File: config.mk
export PLATFORM = sky130hd
export DESIGN_NAME = video_pattern_gen
export DESIGN_NICKNAME = d
export VERILOG_FILES = /design/src/rtl/video_pkg.sv /design/src/rtl/video_timing_core.sv /design/src/rtl/video_pattern_gen.sv
export SDC_FILE = /design/constraint.sdc
export NUM_CORES = 1
export LEC_CHECK = 0
export CAP_MARGIN = 5
export CORE_MARGIN = 5
export CORE_UTILIZATION = 40
export CTS_BUF_LIST = sky130_fd_sc_hd__clkbuf_16
export DETAILED_ROUTE_END_ITERATION = 12
export GPL_TIMING_DRIVEN = 0
export PLACE_DENSITY = 0.61
export SYNTH_ARGS = -nofsm -noshare
export SYNTH_HDL_FRONTEND = slang
export SYNTH_SLANG_ARGS = --single-unit
File: constraint.sdc
create_clock -name clk_p -period 3.4 [get_ports clk_p]
set_clock_uncertainty 0.15 [all_clocks]
set_input_delay 0.68 -clock clk_p [delete_from_list [all_inputs] [get_ports clk_p]]
set_output_delay 0.68 -clock clk_p [all_outputs]
set_load 0.02 [all_outputs]
File: src/rtl/video_pkg.sv
// video_pkg: pattern codes and colour-bar table shared by the pattern generator.
package video_pkg;
   typedef enum logic [1:0] {
      PAT_BARS = 2'd0,
      PAT_GRID = 2'd1,
      PAT_GRAD = 2'd2,
      PAT_MOVE = 2'd3
   } pat_e;
   localparam logic [23:0] BAR_COLORS [8] = '{
      24'hFFFFFF, 24'hFFFF00, 24'h00FFFF, 24'h00FF00,
      24'hFF00FF, 24'hFF0000, 24'h0000FF, 24'h000000
   };
endpackage

File: src/rtl/video_timing_core.sv
// video_timing_core: raster counters plus registered sync, de, x/y and frame_start.
module video_timing_core #(
   parameter int H_ACTIVE = 640,
   parameter int H_FP     = 16,
   parameter int H_SYNC   = 96,
   parameter int H_BP     = 48,
   parameter int V_ACTIVE = 480,
   parameter int V_FP     = 10,
   parameter int V_SYNC   = 2,
   parameter int V_BP     = 33,
   parameter bit HS_POL   = 1'b0,
   parameter bit VS_POL   = 1'b0
)(
   input  logic        clk_p,
   input  logic        ext_reset,
   input  logic        enable,
   output logic [11:0] hcnt,
   output logic [11:0] vcnt,
   output logic        line_end,
   output logic        frame_end,
   output logic        hsync,
   output logic        vsync,
   output logic        de,
   output logic        frame_start,
   output logic [11:0] x,
   output logic [11:0] y
);
   localparam logic [11:0] H_LAST = 12'(H_ACTIVE + H_FP + H_SYNC + H_BP - 1);
   localparam logic [11:0] V_LAST = 12'(V_ACTIVE + V_FP + V_SYNC + V_BP - 1);
   localparam logic [11:0] HS_ON  = 12'(H_ACTIVE + H_FP);
   localparam logic [11:0] HS_OFF = 12'(H_ACTIVE + H_FP + H_SYNC);
   localparam logic [11:0] VS_ON  = 12'(V_ACTIVE + V_FP);
   localparam logic [11:0] VS_OFF = 12'(V_ACTIVE + V_FP + V_SYNC);
   logic active;
   assign line_end  = hcnt == H_LAST;
   assign frame_end = line_end && vcnt == V_LAST;
   assign active    = hcnt < 12'(H_ACTIVE) && vcnt < 12'(V_ACTIVE);
   always_ff @(posedge clk_p or negedge ext_reset)
      if (!ext_reset) begin
         hcnt <= '0;
         vcnt <= '0;
      end else if (!enable) begin
         hcnt <= '0;
         vcnt <= '0;
      end else begin
         hcnt <= line_end ? '0 : hcnt + 12'd1;
         if (line_end) vcnt <= frame_end ? '0 : vcnt + 12'd1;
      end
   // Outputs describe the counters of the previous cycle.
   always_ff @(posedge clk_p or negedge ext_reset)
      if (!ext_reset) begin
         hsync       <= !HS_POL;
         vsync       <= !VS_POL;
         de          <= 1'b0;
         frame_start <= 1'b0;
         x           <= '0;
         y           <= '0;
      end else begin
         hsync       <= (enable && hcnt >= HS_ON && hcnt < HS_OFF) ? HS_POL : !HS_POL;
         vsync       <= (enable && vcnt >= VS_ON && vcnt < VS_OFF) ? VS_POL : !VS_POL;
         de          <= enable && active;
         frame_start <= enable && hcnt == '0 && vcnt == '0;
         x           <= (enable && active) ? hcnt : '0;
         y           <= (enable && active) ? vcnt : '0;
      end
endmodule

File: src/rtl/video_pattern_gen.sv
// video_pattern_gen: VGA-style timing with bars/grid/gradient/moving-bar test patterns.
// Define VPG_MOVING_BAR_EN to build the moving bar for pattern 3; otherwise pattern 3 is black.
module video_pattern_gen
   import video_pkg::*;
#(
   parameter int H_ACTIVE = 640,
   parameter int H_FP     = 16,
   parameter int H_SYNC   = 96,
   parameter int H_BP     = 48,
   parameter int V_ACTIVE = 480,
   parameter int V_FP     = 10,
   parameter int V_SYNC   = 2,
   parameter int V_BP     = 33,
   parameter bit HS_POL   = 1'b0,
   parameter bit VS_POL   = 1'b0
)(
   input  logic        clk_p,
   input  logic        ext_reset,
   input  logic        enable,
   input  logic [1:0]  pattern_sel,
   output logic        hsync,
   output logic        vsync,
   output logic        de,
   output logic [7:0]  r,
   output logic [7:0]  g,
   output logic [7:0]  b,
   output logic [11:0] x,
   output logic [11:0] y,
   output logic        frame_start,
   output logic [7:0]  frame_cnt
);
   localparam logic [11:0] BAR_LAST = 12'(H_ACTIVE / 8 - 1);
   logic [11:0] hcnt, vcnt;
   logic        line_end, frame_end, active;
   pat_e        pat;
   logic [11:0] bar_px;
   logic [2:0]  bar_idx;
   logic [23:0] grid_rgb, grad_rgb, move_rgb, rgb_nxt;
   video_timing_core #(
      .H_ACTIVE(H_ACTIVE), .H_FP(H_FP), .H_SYNC(H_SYNC), .H_BP(H_BP),
      .V_ACTIVE(V_ACTIVE), .V_FP(V_FP), .V_SYNC(V_SYNC), .V_BP(V_BP),
      .HS_POL(HS_POL), .VS_POL(VS_POL)
   ) u_core (
      .clk_p(clk_p), .ext_reset(ext_reset), .enable(enable),
      .hcnt(hcnt), .vcnt(vcnt), .line_end(line_end), .frame_end(frame_end),
      .hsync(hsync), .vsync(vsync), .de(de), .frame_start(frame_start),
      .x(x), .y(y)
   );
   assign active   = hcnt < 12'(H_ACTIVE) && vcnt < 12'(V_ACTIVE);
   assign grid_rgb = (hcnt[4:0] == '0 || vcnt[4:0] == '0) ? 24'hFFFFFF : 24'h0;
   assign grad_rgb = {hcnt[7:0], vcnt[7:0], hcnt[7:0] + vcnt[7:0]};
`ifdef VPG_MOVING_BAR_EN
   logic [11:0] bar_left;
   assign bar_left = 12'({3'b0, frame_cnt, 1'b0} % 12'(H_ACTIVE));
   assign move_rgb = (hcnt >= bar_left && hcnt < bar_left + 12'd16) ? 24'hFFFFFF : 24'h0;
`else
   assign move_rgb = 24'h0;
`endif
   always_comb begin
      rgb_nxt = pat == PAT_BARS ? BAR_COLORS[bar_idx] :
                pat == PAT_GRID ? grid_rgb :
                pat == PAT_GRAD ? grad_rgb : move_rgb;
   end
   // Bar position tracks hcnt with a counter so no divider is needed.
   always_ff @(posedge clk_p or negedge ext_reset)
      if (!ext_reset) begin
         pat       <= PAT_BARS;
         frame_cnt <= '0;
         bar_px    <= '0;
         bar_idx   <= '0;
         {r, g, b} <= '0;
      end else begin
         if (!enable || frame_end) pat <= pat_e'(pattern_sel);
         if (enable && frame_end) frame_cnt <= frame_cnt + 8'd1;
         bar_px    <= (!enable || line_end || bar_px == BAR_LAST) ? '0 : bar_px + 12'd1;
         bar_idx   <= (!enable || line_end) ? '0 : bar_idx + 3'(bar_px == BAR_LAST);
         {r, g, b} <= (enable && active) ? rgb_nxt : 24'h0;
      end
endmodule

# After elaboration in Yosys (flattened, before gate mapping)
# Memories as Yosys holds them, arrays and structs flattened.
# Cells that the tools add are included.
[word_totals] regBits=101 romBits=192 inputBits=5 output_inout_bits=60 word_cells=74 n_memories=1
[classes] n_addsub=6 n_lt_le_gt_ge=7 n_eq_ne=6 muxes=18 n_bitwise=1 n_reduce_logical=20
[memory_table] memory="(no name shown)" words=8 word_bits=24 read_ports=1 rd_clocked_by_memory_dff=0 write_ports=0 line_no="video_pattern_gen.sv:60" text="rgb_nxt = pat == PAT_BARS ? BAR_COLORS[bar_idx] :"
[ops] cell="24-bit 2-to-1 mux" n=7
[ops] cell="12-bit 2-to-1 mux" n=8
[ops] cell="12-bit by 1-bit adder with 12-bit output (second input constant)" n=3
[ops] cell="12-bit by 10-bit equality test with 1-bit output (second input constant)" n=2
[ops] cell="12-bit zero test" n=2
[ops] cell="12-bit by 10-bit less-than comparator with 1-bit output (second input constant)" n=2
[ops] cell="12-bit by 9-bit less-than comparator with 1-bit output (second input constant)" n=2
[ops] cell="12-bit by 7-bit equality test with 1-bit output (second input constant)" n=1
[ops] cell="12-bit by 10-bit greater-or-equal comparator with 1-bit output (second input constant)" n=1
[ops] cell="12-bit by 9-bit greater-or-equal comparator with 1-bit output (second input constant)" n=1
[ops] cell="1-bit logical AND" n=10
[ops] cell="5-bit zero test" n=2
[ops] cell="8-bit by 1-bit adder with 8-bit output (second input constant)" n=1
[ops] cell="8-bit adder" n=1
[ops] cell="4-bit greater-or-equal comparator (second input constant)" n=1
[ops] cell="1-bit logical OR" n=4
[ops] cell="3-bit NOT with 4-bit output" n=1
[ops] cell="3-bit by 1-bit adder with 3-bit output" n=1
[ops] cell="3-bit 2-to-1 mux" n=1
[ops] cell="2-bit by 1-bit equality test with 1-bit output (second input constant)" n=1
[ops] cell="2-bit equality test (second input constant)" n=1
[ops] cell="2-bit zero test" n=1
[ops] cell="1-bit 2-to-1 mux" n=2
[ops] cell="2-bit by 1-bit != test with 1-bit output (second input constant)" n=1
[ops] cell="1-bit zero test" n=1

# Depth between registers and ports, before layout
# Gate-level depths: netlist (run 1).
[depth] depth_word=6 mapped_depth=9

# Hierarchy
# A second synthesis (run 1) with hierarchy kept.
[unflattened] cells_unflattened=433 hier_area_um2=4704.5
[by_module_without_submodules] module="video_pattern_gen" n_inst=1 cells_each=229 area_per_inst_um2=2477.4 seq_area_each_um2=1226.2
[by_module_without_submodules] module="video_timing_core" n_inst=1 cells_each=204 area_per_inst_um2=2227.1 seq_area_each_um2=1303.8

# Worst setup path before layout (run 1)
# No wires, ideal clock.
[synth_path] kind="input port to flip-flop" start="in enable" end="reg r[5]" t_arrival_ns=2.245 t_required_ns=3.172 path_slack_ns=0.926 stages=7 n_path_buf=2 path_cell_list="inv_1 > or4_1 > clkbuf_1 > nor3_2 > o41ai_1 > clkbuf_1 > a21oi_1"
[synth_between] elab_chain_cells=2
[synth_rtl] item="start, declared" line_no="video_pattern_gen.sv:19" text="input logic enable,"
[synth_rtl] item="1-bit logical AND" line_no="video_pattern_gen.sv:77" text="{r, g, b} <= (enable && active) ? rgb_nxt : 24'h0;"
[synth_rtl] item="24-bit 2-to-1 mux" line_no="video_pattern_gen.sv:77"
[synth_rtl] item="end signal, assigned" line_no="video_pattern_gen.sv:77"
[synth_rtl] item="end, declared" line_no="video_pattern_gen.sv:24" text="output logic [7:0] r,"
# No other way between the ends.
# A chain may end at the register's enable or synchronous reset.

# Final worst setup path (run 1)
[layout_path] start="in enable" end="reg r[4]"
# Same word-level chain as after synthesis.

==> flow_summary.ini, run 1 <==
[status]
status = completed

[floorplanning]
fp.dieW_um = 115
die_area_um2 = 13300
start_util_pct = 40.8
die_h_um = 115
io_pins = 65
num_rows = 38
core_area_um2 = 10800

[synth]
syn_area_um2 = 4420
yosysUniqueCellTypes = 43
synth-main-ff-cell = dfrtp_1
synth_seq_cells = 101
synth_area_leaders = dfrtp_1 56%, xor2_1 4.6%, nor2_1 4.3%, ha_1 4.2%, xnor2_1 4.0%
synth-edff-count = 0
async_reset_ff_share_pct = 100
ys_seq_area_share_pct = 57.2
synth_largest_area_cell = dfrtp_1
syn_area_per_cell_um2 = 10.6
synth_warnings = 0
yosys.area.top_type_share_pct = 56.0
syn_inst = 416

[layout]
fin_area_um2 = 5570
nets = 517
area_growth_pct = 25.9
drive_gt1_share_pct = 5.79
final_cell_mix = 99 x dfrtp_1, 63 x clkdlybuf4s50_1, 51 x nor2_1, 39 x nand2_1, 30 x a21oi_1
antennaDiodeCount = 0
n_fill_cell = 1051
mostFrequentLayoutCell = dfrtp_1

[global_route]
grt_pass1_vias = 3137
grt_pass1_wl_um = 15300
grtUsageTotal_pct = 14.7
grt_start_max_net_pins = 57
gr-total-overflow = 0
antenna_found_initial = 0

[sta]
tightest_slew_ps = 1090
period_share_pct = 92.1
finalHoldViolations = 0
setup_slack_ps = 270
final_max_slew_viol_count = 0
period_minus_slack_ps = 3130
clock.fmax_mhz = 319
setup_violations = 0
max-slew-margin-rel_pct = 26.5
grt_setup_unrepaired = no

[critical_path]
crit_top_cell = clkbuf_1
critPathMaxFanout = 10
cp-startpoint = enable
worstPathRequired_ps = 3510
critPathCaptureType = register
critPathTopFamily = buffers and inverters
crit_chain = clkdlybuf4s50_1, inv_1, or4_1, clkbuf_1, nor3_4, o41ai_1, clkbuf_1, a21oi_1
path_class = in2reg
critPathMaxStageDelay_ps = 570
path_buf_inv = 4
worstPathArrival_ps = 3240
reg2reg_from = u_core.vcnt[1]
start_kind = input pin
cp_slowest_cell = clkdlybuf4s50_1

[detailed_routing]
drc = 0
vias = 3101
drtAntennaViolNets = 0
wirelength_um = 8980
drtIter0Drc = 158
vias_per_cell = 4.84
dr.pass1.iters = 4
drt-wirelength-per-cell_um = 14.0

[placement]
pre_cts_ws_ps = -245
dpl.hpwl_um = 6470
gp_congestion = 0.844
place_area_um2 = 5280
io_buffers = 64

[power]
total_power_w = 0.00243
power.leakage_nw = 2.50
vdd_ir_drop_max_uv = 210
cellPowerDensity_nw_per_um2 = 437

[min_path]
hold_path.class = in2async

[clocking]
clk_pin_slew_ps = 70
cts_made_buffers = 9
root_buffer = clkbuf_16
ctsHoldBuffers = 0
cts_tree = yes
h-tree-depth = 3
cts.sinks = 101
cts_buffer_depth = 2
clk_latency_ps = 340

[run]
maxCapViolations = 0
-- synth_stat cells, types with 2 or more instances --
| library cell | n |
|---|---|
| and3_1 | 6 |
| and2_1 | 19 |
| nand3_1 | 19 |
| dfrtp_1 | 99 |
| a211oi_1 | 2 |
| a21o_1 | 5 |
| xor2_1 | 23 |
| clkbuf_1 | 17 |
| xnor2_1 | 20 |
| dfstp_2 | 2 |
| nor2_1 | 51 |
| nand2_1 | 39 |
| or4_4 | 2 |
| nor2b_1 | 2 |
| nor4_1 | 6 |
| nor3b_1 | 2 |
| inv_1 | 10 |
| nor3_1 | 5 |
| mux2_2 | 2 |
| ha_1 | 15 |
| nand4_1 | 10 |
| or4_1 | 3 |
| o21ai_0 | 8 |
| a21oi_1 | 30 |
-- final timing paths --
path	end	slack (ps)	cells after the start
min in group clk_p	frame_cnt[7]	330	1
worst max-delay path	r[4]	270	8
max in group asynchronous	u_core.y[1]	2210	2
worst max register to register	b[2]	490	7
worst min register to register	frame_cnt[7]	330	1
worst min-delay path	g[5]	220	1
-- registers in the layout, summed over array words and instances (netlist names), 12 cells and up --
name and flops:
bar_px 12, u_core.hcnt 12, u_core.vcnt 12, u_core.x 12, u_core.y 12
-- worst reg2reg max path, cell delays in order, from the launching register on --
cell      delay (ps)
dfrtp_1          540
inv_1            140
ha_1             190
nor2b_1          150
nor3b_1          170
o41ai_1          960
clkbuf_1         390
nor2_1           100
-- power by group --
group / leakage (nW) / switching (W) / internal, W
Sequential: 1.35 / 0.0000201 / 0.00124
Clock: 0.139 / 0.000447 / 0.000508
Combinational: 1.01 / 0.000132 / 0.0000850
Total: 2.50 / 0.000599 / 0.00183
-- cells by family after synthesis --
group	share of synthesized area (%)
adders and majority gates	4.70
AOI/OAI and AO/OA	6.90
muxes	0.509
and+or+nand+nor	19.4
xor gates and xnor gates	8.52
DFF	57.2
buffers and inverters	2.66
other	0.0848
-- per-layer routing --
metal  GRT usage (%)  vias up  wire, um
li1                -     1550         -
met1            19.3     1470      4080
met2            23.9       69      4280
met3            3.74       12       491
met4            4.69        0       130
met5               0        -         0
-- per-stage QoR --
stage	hold WS [ps]	instances	setup TNS (ps)	utilization (%)
floorplan	234	420	0	-
global placement	315	624	-214910	48.5
detailed placement	316	625	-4240	48.7
CTS	248	641	0	51.3
global route	294	641	0	51.3
finish	224	641	0	51.3
-- cell type report --
type / count / area (um^2) / area share, %
Sequential cell: 101 / 2530 / 45.5
Tap cell: 140 / 175 / 3.15
Multi-Input combinational cell: 290 / 1800 / 32.3
Clock buffer: 9 / 225 / 4.05
Buffer: 19 / 80.1 / 1.44
Clock inverter: 7 / 56.3 / 1.01
Timing Repair Buffer: 65 / 666 / 12.0
Inverter: 10 / 37.5 / 0.674
-- repair_timing --
item,in CTS,in global routing
endpoints found under the setup margin,0,20
resized for setup,0,1
setup buffers,0,0
Note: power is estimated with default switching activity, not from simulation.
==> run 2: changes to the inputs <==
Settings changed: PLACE_DENSITY 0.61 to default.
==> run 2 against run 1 <==
Die area stayed put. Clock-buffer cell count stayed put. Combinational power hardly changed. Cell area is 0.67% higher. Maximum frequency is 0.79% higher. Register-to-register slack better by 30 ps. Total power is 4.9% higher. Core utilization is 0.35 points higher. Critical path type unchanged. Largest cell class unchanged. Largest power group unchanged.
==> flow_summary.ini, run 2 (synthesized netlist as in run 1, its figures left out) <==
[sta]
finalHoldViolations = 0
period_share_pct = 91.3
clock.fmax_mhz = 322
max-slew-margin-rel_pct = 29.5
setup_violations = 0
period_minus_slack_ps = 3110
tightest_slew_ps = 1040
grt_setup_unrepaired = no
final_max_slew_viol_count = 0
tns_ps = 0

[floorplanning]
io_pins = 65
num_rows = 38
die_h_um = 115
start_util_pct = 40.8
die_area_um2 = 13300
core_area_um2 = 10800
fp.dieW_um = 115

[layout]
fin_util_pct = 51.7
drive_gt1_share_pct = 6.19
area_growth_pct = 26.7
instances_no_fill = 641
mostFrequentLayoutCell = dfrtp_1
final_cell_mix = 99 x dfrtp_1, 63 x clkdlybuf4s50_1, 51 x nor2_1, 39 x nand2_1, 30 x a21oi_1
nets = 517
antennaDiodeCount = 0

[run]
maxCapViolations = 0

[power]
power.leakage_nw = 2.51
total_power_w = 0.00255
cellPowerDensity_nw_per_um2 = 455
vdd_ir_drop_max_uv = 285

[global_route]
busiest_layer = met2
grt_pass1_vias = 3193
grt_start_max_net_pins = 54
use_met2_pct = 24.2
grtUsageMet1_pct = 19.6
grt_use_met3_pct = 2.89
grt_pass1_wl_um = 15800
grtUsageTotal_pct = 15.1
gr-total-overflow = 0
antenna_found_initial = 0

[clocking]
cts_buffer_depth = 2
root_buffer = clkbuf_16
cts.sinks = 101
cts_tree = yes
post_cts_resized = 0
postCtsSetupRepairBufs = 0
cts_made_buffers = 9
clk_latency_ps = 340
ctsHoldBuffers = 0
clk_pin_slew_ps = 80
h-tree-depth = 3

[detailed_routing]
vias = 3139
vias_per_cell = 4.90
drc = 0
drt-wirelength-per-cell_um = 14.7
dr.pass1.iters = 6
drtIter0Drc = 96
drtAntennaViolNets = 0
wirelength_um = 9440

[critical_path]
r2r_slack_ps = 520
critPathMaxStageDelay_ps = 570
crit_chain = clkdlybuf4s50_1, inv_1, or4_1, clkbuf_1, nor3_4, o41ai_1, clkbuf_1, a21oi_1
path_buf_inv = 4
reg2reg_from = u_core.vcnt[1]
path_class = in2reg
crit_top_cell = clkbuf_1
cp_slowest_cell = clkdlybuf4s50_1
critPathMaxFanout = 10
critPathTopFamily = buffers and inverters
start_kind = input pin
worstPathArrival_ps = 3220
reg2reg_to = b[5]
critPathCaptureType = register
cp-startpoint = enable
worstPathRequired_ps = 3520
reg2regPathDepth = 7

[status]
status = completed

[placement]
dpl.cell_count = 625
io_buffers = 64
gp_congestion = 0.821
dpl.hpwl_um = 6690

[min_path]
hold_path.class = in2async
run 2: cell count changes in the layout (fill, tap and decap cells not counted), sizes merged:
| cell | change |
|---|---|
| inv | -1 |
| clkinvlp | +1 |
| clkinv | -1 |
| bufinv | +1 |
run 2: final cells by class:
type	count	area (um^2)
Fill cell	1002	5240
Sequential cell	101	2530
Multi-Input combinational cell	290	1800
Timing Repair Buffer	65	666
Clock buffer	9	225
Tap cell	140	175
Clock inverter	7	93.8
Buffer	19	80.1
Inverter	10	37.5
run 2: worst register-to-register path: stages (launching register included):
cell	delay (ps)
dfrtp_1	550
inv_1	130
ha_1	200
nor2b_1	150
nor3b_1	170
o41ai_1	920
clkbuf_1	380
nor2_1	100
run 2: worst max path at each step:
stage                               to  slack [ps]  cells after the start
after floorplan                   r[5]         930                      7
after global placement    frame_cnt[3]       -2130                      1
after detailed placement          r[0]        -220                      8
after CTS                         r[4]         140                      8
after global routing              b[5]          60                      8
final                             r[0]         290                      8
run 2: report_power, final:
group | internal (W) | total (W) | switching (W)
registers | 0.00124 | 0.00126 | 0.0000196
logic | 0.0000848 | 0.000219 | 0.000134
clock network | 0.000591 | 0.00107 | 0.000482
total | 0.00191 | 0.00255 | 0.000635
run 2: routing by layer:
layer  up-vias  wire [um]  part of all wire [%]
met1      1499       4250                    45
li1       1555          -                     -
met3        19        462                   4.9
met5         -          0                     0
met2        66       4410                    47
met4         0        313                   3.3
run 2: per-stage QoR:
step / hold slack (ps) / setup slack (ps) / cell area, um^2
after floorplan: 234 / 926 / 4440
after global placement: 315 / -2130 / 5250
after detailed placement: 314 / -223 / 5280
after CTS: 238 / 136 / 5600
after global routing: 285 / 57.1 / 5600
final: 218 / 294 / 5600
==> run 3: changes to the inputs <==
Clock period 3.4 ns to 3.3 ns, I/O delays scaled along.
==> run 3 against run 2 <==
Worst setup slack got worse by 29 ps. Sequential power is 3% higher. Non-clock buffer count unchanged. Routed wire length is essentially flat. Register-to-register slack lost 90 ps. Critical path depth stayed put. First-iteration DRC count up 7.3%. Critical path type unchanged. Largest power group unchanged. Highest routed layer unchanged.
==> flow_summary.ini, run 3 (synthesized netlist as in run 1, its figures left out) <==
[critical_path]
worstPathRequired_ps = 3420
critPathMaxFanout = 10
critPathCaptureType = register
reg2regPathDepth = 7
cp_slowest_cell = clkdlybuf4s50_1
crit_chain = clkdlybuf4s50_1, inv_1, or4_1, clkbuf_1, nor3_4, o41ai_1, clkbuf_1, a21oi_1
critPathMaxStageDelay_ps = 570
start_kind = input pin
crit_top_cell = clkbuf_1
path_class = in2reg
worstPathArrival_ps = 3150

[detailed_routing]
drtIter0Drc = 103
drc = 0
drt-wirelength-per-cell_um = 14.7
vias = 3141
drtAntennaViolNets = 0
wirelength_um = 9440
vias_per_cell = 4.90
dr.pass1.iters = 4

[sta]
period_minus_slack_ps = 3030
max-slew-margin-rel_pct = 29.7
final_max_slew_viol_count = 0
tightest_slew_ps = 1040
period_share_pct = 92.0
setup_slack_ps = 265
finalHoldViolations = 0
hold_ws_ps = 197
grt_setup_unrepaired = no
setup_violations = 0
clock.fmax_mhz = 330

[clocking]
postCtsSetupRepairBufs = 0
cts_made_buffers = 9
clk_pin_slew_ps = 80
ctsHoldBuffers = 0
root_buffer = clkbuf_16
clk_latency_ps = 340
h-tree-depth = 3
cts.sinks = 101
cts_tree = yes
post_cts_resized = 0
cts_buffer_depth = 2

[power]
switching_share_pct = 24.9
vdd_ir_drop_max_uv = 293
internal_power_w = 0.00197
power.leakage_nw = 2.51
p_comb_share_pct = 8.6
power.switching_w = 0.000654
seq_power_share_pct = 49.3
cellPowerDensity_nw_per_um2 = 468
clock_power_share_pct = 42.1
total_power_w = 0.00262

[global_route]
grt_pass1_vias = 3193
gr-total-overflow = 0
grt_start_max_net_pins = 54
grt_pass1_wl_um = 15800
antenna_found_initial = 0
grtUsageTotal_pct = 15.1

[layout]
area_growth_pct = 26.7
mostFrequentLayoutCell = dfrtp_1
n_fill_cell = 1002
drive_gt1_share_pct = 6.19
fin_area_um2 = 5600
multi_input_area_um2 = 1800
instances_no_fill = 641
seq_area_um2 = 2530
final_cell_mix = 99 x dfrtp_1, 63 x clkdlybuf4s50_1, 51 x nor2_1, 39 x nand2_1, 30 x a21oi_1
antennaDiodeCount = 0
nets = 517

[floorplanning]
fp.dieW_um = 115
num_rows = 38
io_pins = 65
start_util_pct = 40.8
die_area_um2 = 13300
core_area_um2 = 10800
die_h_um = 115

[min_path]
hold_path.class = in2async

[status]
status = completed

[placement]
pre_cts_ws_ps = -303
place_area_um2 = 5280
dpl.hpwl_um = 6690
dpl.cell_count = 625
io_buffers = 64
gp_congestion = 0.821

[run]
maxCapViolations = 0
[run 3: cell counts in the layout (fill, tap and decap cells not counted)]
No cell type changed its count.
[run 3: critical path: cells and delay by family]
family,cells,cell delay [ps]
AOI/OAI and AO/OA,2,450
buffers and inverters,4,1200
and+or+nand+nor,2,840
[run 3: power groups by stage]
| stage | Sequential [W] | Clock [W] | Combinational, W |
|---|---|---|---|
| 2_1_floorplan | 0.00136 | 0 | 0.0000695 |
| 3_3_place_gp | 0.00132 | 0 | 0.000222 |
| 3_5_place_dp | 0.00132 | 0 | 0.000228 |
| 4_1_cts | 0.00130 | 0.00113 | 0.000229 |
| 5_1_grt | 0.00130 | 0.00119 | 0.000248 |
| 6_report | 0.00130 | 0.00110 | 0.000225 |
[run 3: final cells by class]
class / instances / area share (%)
tap: 140 / 3.13
buffer: 19 / 1.43
sequential: 101 / 45.2
clock inverter: 7 / 1.67
inverter: 10 / 0.670
multi-input combinational: 290 / 32.0
timing repair buffer: 65 / 11.9
clock buffer: 9 / 4.02
[run 3: per-stage QoR]
| step | utilization (%) | TNS (ps) |
|---|---|---|
| 6_report | 51.7 | 0 |
| 5_1_grt | 51.7 | 0 |
| 4_1_cts | 51.6 | 0 |
| 3_5_place_dp | 48.7 | -6880 |
| 3_3_place_gp | 48.5 | -225930 |
| 2_1_floorplan | - | 0 |
[run 3: final timing paths]
path                                startpoint         endpoint  slack, ps
max in group asynchronous            ext_reset  u_core.hcnt[10]       2120
worst max-delay path                    enable             r[0]        270
worst min-delay path                 ext_reset             g[6]        200
worst max register to register  u_core.vcnt[1]             b[5]        430
worst min register to register    frame_cnt[7]     frame_cnt[7]        330
min in group clk_p                frame_cnt[7]     frame_cnt[7]        330
[run 3: routing by layer]
layer	vias up	share of wire, %	global-route usage (%)
li1	1554	-	-
met3	19	4.9	2.89
met4	0	3.3	7.59
met1	1499	45	19.6
met5	-	0	0
met2	69	46	24.2
